--- src/rtl/mips_pkg.sv ---
// Shared MIPS definitions: funct codes used by the HI/LO unit and its sequencer states.
// No logic, no latency.
// No flow control.
package mips_pkg;

  localparam logic [5:0] FN_MFHI  = 6'h10;
  localparam logic [5:0] FN_MTHI  = 6'h11;
  localparam logic [5:0] FN_MFLO  = 6'h12;
  localparam logic [5:0] FN_MTLO  = 6'h13;
  localparam logic [5:0] FN_MULT  = 6'h18;
  localparam logic [5:0] FN_MULTU = 6'h19;
  localparam logic [5:0] FN_DIV   = 6'h1A;
  localparam logic [5:0] FN_DIVU  = 6'h1B;

  typedef enum logic [1:0] {
    IDLE,
    MUL,
    DIV,
    FIX
  } hilo_state_t;

  function automatic logic is_muldiv(input logic [5:0] f);
    return (f == FN_MULT) || (f == FN_MULTU) || (f == FN_DIV) || (f == FN_DIVU);
  endfunction

endpackage

--- src/rtl/hilo_sign_adjust.sv ---
// Conditional two's-complement negate of a W-bit value.
// Combinational, zero latency.
// No flow control.
module hilo_sign_adjust #(
  parameter int W = 32
) (
  input  logic [W-1:0] value,
  input  logic         negate,
  output logic [W-1:0] result
);

  assign result = negate ? (~value + W'(1)) : value;

endmodule

--- src/rtl/hilo_muldiv_unit.sv ---
// HI/LO register file with iterative mult/multu/div/divu and single-cycle mthi/mtlo.
// Mul/div: accept edge plus XLEN iterations plus one fixup edge; mthi/mtlo write on the accept edge.
// stall holds the issuing instruction until done; requests arriving while busy are ignored.
module hilo_muldiv_unit
  import mips_pkg::*;
#(
  parameter int XLEN  = 32,
  parameter int CNT_W = 6
) (
  input  logic            clock,
  input  logic            reset_n,
  input  logic            we_hilo,
  input  logic [5:0]      funct,
  input  logic [XLEN-1:0] rs_data,
  input  logic [XLEN-1:0] rt_data,
  output logic [XLEN-1:0] hi,
  output logic [XLEN-1:0] lo,
  output logic            busy,
  output logic            stall,
  output logic            done
);

  localparam logic [CNT_W-1:0] LAST_ITER = CNT_W'(XLEN - 1);

  hilo_state_t       state;
  logic [CNT_W-1:0]  counter;
  logic [XLEN-1:0]   op_b;
  logic [2*XLEN-1:0] acc;
  logic              res_sign;
  logic              rem_sign;
  logic              div_zero;
  logic              div_op;

  logic              is_div;
  logic              rs_neg;
  logic              rt_neg;
  logic              accept_muldiv;
  logic [XLEN-1:0]   abs_rs;
  logic [XLEN-1:0]   abs_rt;
  logic [XLEN:0]     mul_sum;
  logic [2*XLEN-1:0] mul_next;
  logic [XLEN:0]     div_trial;
  logic [2*XLEN-1:0] div_next;
  logic [2*XLEN-1:0] prod_fix;
  logic [XLEN-1:0]   quot_fix;
  logic [XLEN-1:0]   rem_fix;

  assign is_div = (funct == FN_DIV) || (funct == FN_DIVU);
  assign rs_neg = ((funct == FN_MULT) || (funct == FN_DIV)) && rs_data[XLEN-1];
  assign rt_neg = ((funct == FN_MULT) || (funct == FN_DIV)) && rt_data[XLEN-1];

  // The done cycle still presents the retiring instruction; it must not re-issue.
  assign accept_muldiv = (state == IDLE) && we_hilo && is_muldiv(funct) && !done;
  assign stall         = busy || accept_muldiv;

  hilo_sign_adjust #(.W(XLEN)) u_abs_rs (.value(rs_data), .negate(rs_neg), .result(abs_rs));
  hilo_sign_adjust #(.W(XLEN)) u_abs_rt (.value(rt_data), .negate(rt_neg), .result(abs_rt));

  // Shift-add: acc = {partial product, remaining multiplier bits}.
  assign mul_sum  = {1'b0, acc[2*XLEN-1:XLEN]} + (acc[0] ? {1'b0, op_b} : '0);
  assign mul_next = {mul_sum, acc[XLEN-1:1]};

  // Restoring divide: acc = {partial remainder, dividend/quotient bits}.
  assign div_trial = acc[2*XLEN-1:XLEN-1] - {1'b0, op_b};
  assign div_next  = div_trial[XLEN] ? {acc[2*XLEN-2:0], 1'b0}
                                     : {div_trial[XLEN-1:0], acc[XLEN-2:0], 1'b1};

  hilo_sign_adjust #(.W(2*XLEN)) u_fix_prod (.value(acc), .negate(res_sign), .result(prod_fix));
  hilo_sign_adjust #(.W(XLEN)) u_fix_quot (.value(acc[XLEN-1:0]), .negate(res_sign), .result(quot_fix));
  hilo_sign_adjust #(.W(XLEN)) u_fix_rem (.value(acc[2*XLEN-1:XLEN]), .negate(rem_sign), .result(rem_fix));

  always_ff @(posedge clock or negedge reset_n) begin
    if (!reset_n) begin
      state    <= IDLE;
      counter  <= '0;
      op_b     <= '0;
      acc      <= '0;
      res_sign <= 1'b0;
      rem_sign <= 1'b0;
      div_zero <= 1'b0;
      div_op   <= 1'b0;
      hi       <= '0;
      lo       <= '0;
      busy     <= 1'b0;
      done     <= 1'b0;
    end else begin
      done <= 1'b0;
      case (state)
        IDLE: begin
          if (accept_muldiv) begin
            op_b     <= is_div ? abs_rt : abs_rs;
            acc      <= {{XLEN{1'b0}}, (is_div ? abs_rs : abs_rt)};
            res_sign <= rs_neg ^ rt_neg;
            rem_sign <= rs_neg;
            div_zero <= (rt_data == '0);
            div_op   <= is_div;
            counter  <= '0;
            busy     <= 1'b1;
            state    <= is_div ? DIV : MUL;
          end else if (we_hilo && (funct == FN_MTHI)) begin
            hi <= rs_data;
          end else if (we_hilo && (funct == FN_MTLO)) begin
            lo <= rs_data;
          end
        end
        MUL, DIV: begin
          acc     <= (state == MUL) ? mul_next : div_next;
          counter <= counter + CNT_W'(1);
          if (counter == LAST_ITER) state <= FIX;
        end
        FIX: begin
          if (div_op) begin
            // Divide by zero leaves rem = |rs|, so rem_fix already equals rs_data.
            lo <= div_zero ? '1 : quot_fix;
            hi <= rem_fix;
          end else begin
            {hi, lo} <= prod_fix;
          end
          busy  <= 1'b0;
          done  <= 1'b1;
          state <= IDLE;
        end
        default: state <= IDLE;
      endcase
    end
  end

endmodule

--- config.mk ---
export PLATFORM = sky130hd
export DESIGN_NAME = hilo_muldiv_unit
export DESIGN_NICKNAME = d
export VERILOG_FILES = /design/src/rtl/mips_pkg.sv /design/src/rtl/hilo_sign_adjust.sv /design/src/rtl/hilo_muldiv_unit.sv
export SDC_FILE = /design/constraint.sdc
export NUM_CORES = 1
export LEC_CHECK = 0
export BUFFER_PORTS_ARGS = -buffer_cell sky130_fd_sc_hd__buf_2
export CAP_MARGIN = 10
export CELL_PAD_IN_SITES_DETAIL_PLACEMENT = 0
export CELL_PAD_IN_SITES_GLOBAL_PLACEMENT = 1
export CORE_ASPECT_RATIO = 2
export CORE_MARGIN = 10
export CORE_UTILIZATION = 30
export DETAILED_ROUTE_END_ITERATION = 10
export PLACE_DENSITY_LB_ADDON = 0.1
export SLEW_MARGIN = 20
export SYNTH_ARGS = -nofsm -noshare
export SYNTH_HDL_FRONTEND = slang
export SYNTH_SLANG_ARGS = --single-unit
export TNS_END_PERCENT = 30
--- constraint.sdc ---
create_clock -name clock -period 3.78 [get_ports clock]
set_clock_uncertainty 0.2 [all_clocks]
set_input_delay 0.756 -clock clock [delete_from_list [all_inputs] [get_ports clock]]
set_output_delay 0.756 -clock clock [all_outputs]
set_load 0.02 [all_outputs]
# Word level (Yosys, flattened, before mapping)
# Index checks and enable logic that the tools add are counted.
[op_classes] addsub=8 mul=0 div=0 magnitude_cmp=0 n_eq_ne=16 n_shift=0 n_mux=31 bitwise_logic=6 reduce_logical=25
[ops] op="two-way mux 32 bit" count=15
[ops] op="two-way mux 64 bit" count=4
[ops] op="adder 32 x 1 -> 32 bit (second input constant)" count=4
[ops] op="inverter 32 bit" count=4
[ops] op="case mux 32 bit (2 select lines)" count=2
[ops] op="case mux 64 bit (2 select lines)" count=1
[ops] op="adder 64 x 1 -> 64 bit (second input constant)" count=1
[ops] op="inverter 64 bit" count=1
[ops] op="== test 6 x 5 -> 1 bit (second input constant)" count=7
[ops] op="adder 32 x 32 -> 33 bit" count=1
[ops] op="subtractor 33 x 32 -> 33 bit" count=1
[ops] op="logical NOT 32 bit" count=1
[ops] op="case mux 6 bit (2 select lines)" count=1
[ops] op="inequality test 2 bit (second input constant)" count=4
[ops] op="AND reduction 2 bit" count=4
[ops] op="logical AND 1 bit" count=7
[ops] op="adder 6 x 1 -> 6 bit (second input constant)" count=1
[ops] op="logical OR 1 bit" count=6
[ops] op="two-way mux 2 bit" count=3
[ops] op="two-way mux 6 bit" count=1
[ops] op="case mux 2 bit (3 select lines)" count=1
[ops] op="== test 2 bit (second input constant)" count=2
[ops] op="inequality test 2 x 1 -> 1 bit (second input constant)" count=2
[ops] op="AND reduction 4 bit" count=1
[ops] op="other kinds (9)" count=11
[totals] regBits=174 latchBits=0 ramBits=0 mem_bits_ro=0 in_bits=73 out_inout_bits=67 elab_cells=98 mem_count=0

# Depth between registers and ports, before layout
[depth] word_depth=8 mapped_depth=14 depth_no_buf=13

# Hierarchy
# From an unflattened synthesis, not the netlist that was laid out.
[unflattened] hier_cells=2167 area_unflattened_um2=17631.9
[by_module_without_submodules] module="hilo_muldiv_unit" instances=1 cells_per_inst=1565 area_each_um2=12874.8 seq_area_each_um2=4354.2
[by_module_without_submodules] module="hilo_sign_adjust (u_abs_rs ...)" instances=4 cells_per_inst=99 area_each_um2=777.0 seq_area_each_um2=0.0
[by_module_without_submodules] module="hilo_sign_adjust (u_fix_prod)" instances=1 cells_per_inst=206 area_each_um2=1649.1 seq_area_each_um2=0.0

# Least setup slack after synthesis
# No wires, ideal clock.
[synth_path] path_type="register to register" from="register acc[0]" to="register acc[56]" arrival_ns=3.223 required_time_ns=3.454 path_slack_ns=0.231 path_stages_with_launch=14 n_path_buf=1 cell_sequence="dfrtp_1 -> inv_1 -> buf_1 -> nor2_1 -> ha_1 -> and4_1 -> nand2_1 -> or3_1 -> a21bo_2 -> o22a_1 -> o41ai_2 -> mux2i_1 -> a31oi_1 -> a221o_1"
[synth_between] elab_chain_cells=4
[synth_rtl] element="start, declared" line_no="hilo_muldiv_unit.sv:28" source="logic [2*XLEN-1:0] acc;"
[synth_rtl] element="start signal, assigned" line_no="hilo_muldiv_unit.sv:92" source="acc <= {{XLEN{1'b0}}, (is_div ? abs_rs : abs_rt)};"
[synth_rtl] element="start signal, assigned" line_no="hilo_muldiv_unit.sv:107" source="acc <= (state == MUL) ? mul_next : div_next;"
[synth_rtl] element="two-way mux 32 bit" line_no="hilo_muldiv_unit.sv:60" source="assign mul_sum = {1'b0, acc[2*XLEN-1:XLEN]} + (acc[0] ? {1'b0, op_b} : '0);"
[synth_rtl] element="adder 32 x 32 -> 33 bit" line_no="hilo_muldiv_unit.sv:60"
[synth_rtl] element="two-way mux 64 bit" line_no="hilo_muldiv_unit.sv:107"
[synth_rtl] element="case mux 64 bit (2 select lines)" line_no="hilo_muldiv_unit.sv:88" source="case (state)"
# No other way between the ends.
# A chain may end at the register's enable or synchronous reset.

# Worst setup path in the final report
[layout_path] from="register acc[12]" to="register hi[5]"
[layout_between] elab_chain_cells=5
[layout_rtl] element="inverter 64 bit" line_no="hilo_sign_adjust.sv:12" source="assign result = negate ? (~value + W'(1)) : value;"
[layout_rtl] element="adder 64 x 1 -> 64 bit" line_no="hilo_sign_adjust.sv:12"
[layout_rtl] element="two-way mux 64 bit" line_no="hilo_sign_adjust.sv:12"
[layout_rtl] element="two-way mux 32 bit" line_no="hilo_muldiv_unit.sv:112" source="if (div_op) begin"
[layout_rtl] element="case mux 32 bit (2 select lines)" line_no="hilo_muldiv_unit.sv:88"
[layout_rtl] element="end signal, assigned" line_no="hilo_muldiv_unit.sv:101" source="hi <= rs_data;"
[layout_rtl] element="end signal, assigned" line_no="hilo_muldiv_unit.sv:115" source="hi <= rem_fix;"
[layout_rtl] element="end signal, assigned" line_no="hilo_muldiv_unit.sv:117" source="{hi, lo} <= prod_fix;"
[layout_rtl] element="end, declared" line_no="hilo_muldiv_unit.sv:16" source="output logic [XLEN-1:0] hi,"
# No other way between the ends.

==> results_dict.tcl <==
set metrics [dict create \
    vias 16100 \
    fp.dieW_um 180 \
    yosysSeqAreaShare_pct 28.4 \
    areaGrowthSynthToFinish_pct 22.7 \
    vdd_drop_max_v 0.000455 \
    finalCritPeriodShare_pct 97.9 \
    htreeDepth 4 \
    hold_path.class "in2async" \
    synth_edf_count 0 \
    worstPathRequired_ps 3990 \
    timing.rr.start "acc[12]" \
    max_slew_margin_pct 43.4 \
    min_period_ps 3700 \
    p_leak_nw 8.47 \
    synth_flop_cell "dfrtp_1" \
    antenna_found_initial 0 \
    endpoint "hi[5]" \
    grt.total_usage_pct 24.8 \
    worst_pin_slew_ps 849 \
    synth.distinct_cells 89 \
    critPathTopFamily "simple AND/OR/NAND/NOR gates" \
    initial_core_util_pct 30.2 \
    worstRegToRegCells 9 \
    drive_above_1_share_pct 20.9 \
    syn_inst 1942 \
    core-area_mm2 0.0508 \
    routed_via_density 5.60 \
    io-pin-count 140 \
    cts_tree "yes" \
    pre_cts_slack_ps -126 \
    worstPathArrival_ps 3910 \
    ys_ff_latch 174 \
    clock_latency_ps 470 \
    status "finished, final reports clean" \
    crit_chain "or4_1 -> nand4b_4 -> nor4_4 -> a21o_2 -> a41oi_1 -> xnor2_1 -> a211oi_1 -> buf_4 -> a21o_1" \
    cp-end-kind "register" \
    grt_pass1_wl_um 113000 \
    power_density_mw_per_mm2 904 \
    placementRows 117 \
    rrSetupSlack_ps 80 \
    final_cell_mix "218 x buf_4, 195 x nand2_1, 189 x o21ai_0" \
    cts_sinks 174 \
    antenna_cells 0 \
    first_pass_iters 7 \
    port_buffers 139 \
    rsz0062_at_grt "false" \
    post-dp-hpwl_um 64300 \
    timing.final.ws_setup_ps 80.0 \
    critPathKind "reg2reg" \
    grt-ovfl-total 0 \
    r2r-end "hi[5]" \
    cap_violations 0 \
    worst-path-stages 9 \
    crit_buf_inv 1 \
    drc 0 \
    dieHeight_um 340 \
    cp_max_fo 6 \
    final_max_slew_viol_count 0 \
    numCtsBuffers 17 \
    critPathLaunch "acc[12]" \
    ctsHoldBuffers 0 \
    worst_setup_path_start_kind "register" \
    fmax_ghz 0.270 \
    synthArstFlopShare_pct 100 \
    dr.first_iter.drc_count 1036 \
    hold_violations 0 \
    synth_area_mm2 0.0154 \
    cp_slowest_cell "or4_1" \
    cpPeakStageDelay_ps 730 \
    final_common_cell "buf_4" \
    root_buffer "clkbuf_16" \
    clockBufferDepth 2 \
    grt_max_degree 73 \
    clk_pin_slew_ps 70 \
    drt.antenna.violating_nets 0 \
    wl_um 78500 \
    hold-worst-slack_ps 107 \
    grt_pass1_vias 16600 \
    finalSetupViolCount 0 \
    die-area_mm2 0.0612 \
    avgSynthCellArea_um2 7.91 \
    yosysWarnings 0 \
    wl_per_cell_um 27.3 \
    syn-num-nets 2090 \
    nNetsFinal 2351 \
    place_congestion 1.01 \
]
==> final cells by class <==
cell class                 instances  area [um2]
clock buffer                      17         425
clock inverter                    15         136
fill                            5365       32000
inverter                          64         240
multi-input combinational       1579       10300
sequential                       174        4350
tap                              654         818
timing repair buffer             367        2540
==> repair_timing <==
item                       in CTS  in global routing
setup buffers                   0                  7
setup endpoints to repair       0                 26
gates resized for setup         0                  6
==> cells by family (layout without fill, tap and decap cells) <==
family | Yosys count | count (layout) | share of synthesized area (%)
xor gates and xnor gates | 166 | 166 | 9.47
buffers and inverters | 189 | 463 | 4.76
DFF | 174 | 174 | 28.4
muxes | 61 | 61 | 4.16
adders and majority gates | 75 | 75 | 6.21
AOI/OAI and AO/OA | 684 | 684 | 28.4
and+or+nand+nor | 593 | 593 | 18.6
==> per-stage QoR <==
stage	instances	power [mW]	cell area [um2]	util, %	TNS, ps
2_1_floorplan	1942	10.1	15400	-	0
3_3_place_gp	2830	15.0	18200	35.8	-112
3_5_place_dp	2830	15.0	18200	35.8	-126
4_1_cts	2862	16.9	18700	36.9	0
5_1_grt	2870	18.1	18800	37.1	0
6_report	2870	17.0	18800	37.1	0
==> worst min path at each step <==
stage	from	slack, ps	cells past startpoint	endpoint
5_1_grt	reset_n	140	1	done
6_report	reset_n	110	1	done
3_3_place_gp	hi[13]	260	1	hi[13]
4_1_cts	reset_n	140	1	done
2_1_floorplan	div_zero	250	2	div_zero
3_5_place_dp	lo[23]	260	1	lo[23]
==> sequential cells by signal, summed over array words and instances (netlist names) <==
| register | cells |
|---|---|
| acc | 64 |
| busy | 1 |
| counter | 6 |
| div_op | 1 |
| div_zero | 1 |
| done | 1 |
| hi | 32 |
| lo | 32 |
| op_b | 32 |
| rem_sign | 1 |
| res_sign | 1 |
| state | 2 |
==> where the power goes <==
group	internal (mW)	switching (mW)	total (mW)
clock network	0.919	0.915	1.83
logic	4.55	7.18	11.7
registers	2.72	0.741	3.47
total	8.19	8.84	17.0
==> synthesized netlist by cell type, types with 8 or more instances <==
| cell type | n | share of area, % |
|---|---|---|
| o221ai_1 | 8 | 0.46 |
| o41ai_1 | 9 | 0.51 |
| a31oi_1 | 21 | 0.86 |
| dfrtp_1 | 174 | 28 |
| or3_1 | 17 | 0.69 |
| nand2b_1 | 16 | 0.65 |
| o21a_1 | 13 | 0.64 |
| a211oi_1 | 51 | 2.5 |
| nand2_1 | 195 | 4.8 |
| o21ai_0 | 190 | 6.2 |
| buf_1 | 9 | 0.22 |
| ha_1 | 73 | 5.9 |
| a21oi_1 | 168 | 5.5 |
| mux2_2 | 19 | 1.4 |
| a22oi_1 | 11 | 0.54 |
| nand3_1 | 31 | 1.0 |
| buf_2 | 8 | 0.26 |
| a21o_1 | 50 | 2.4 |
| o31ai_1 | 24 | 1.2 |
| a21boi_0 | 8 | 0.39 |
| inv_1 | 63 | 1.5 |
| a221oi_1 | 11 | 0.63 |
| xnor2_1 | 105 | 6.0 |
| and2_1 | 8 | 0.33 |
| nor3_1 | 50 | 1.6 |
| o211ai_1 | 14 | 0.68 |
| o22ai_1 | 33 | 1.3 |
| or4_1 | 8 | 0.39 |
| xor2_1 | 61 | 3.5 |
| nor3b_1 | 21 | 1.0 |
| clkbuf_1 | 106 | 2.6 |
| and3_1 | 16 | 0.65 |
| nor2_1 | 171 | 4.2 |
| nor4_1 | 11 | 0.45 |
| mux2i_1 | 41 | 2.7 |
| o21bai_1 | 9 | 0.44 |
| nand4_1 | 12 | 0.49 |
==> routing by layer <==
metal	up-vias	part of all wire (%)	GRT usage [%]
met5	-	0	0
met1	7831	35	23.5
met2	452	56	48.8
met4	0	6.9	16.2
met3	175	2.6	2.51
li1	7621	-	-
No activity file was read; power rests on OpenSTA's default activity.
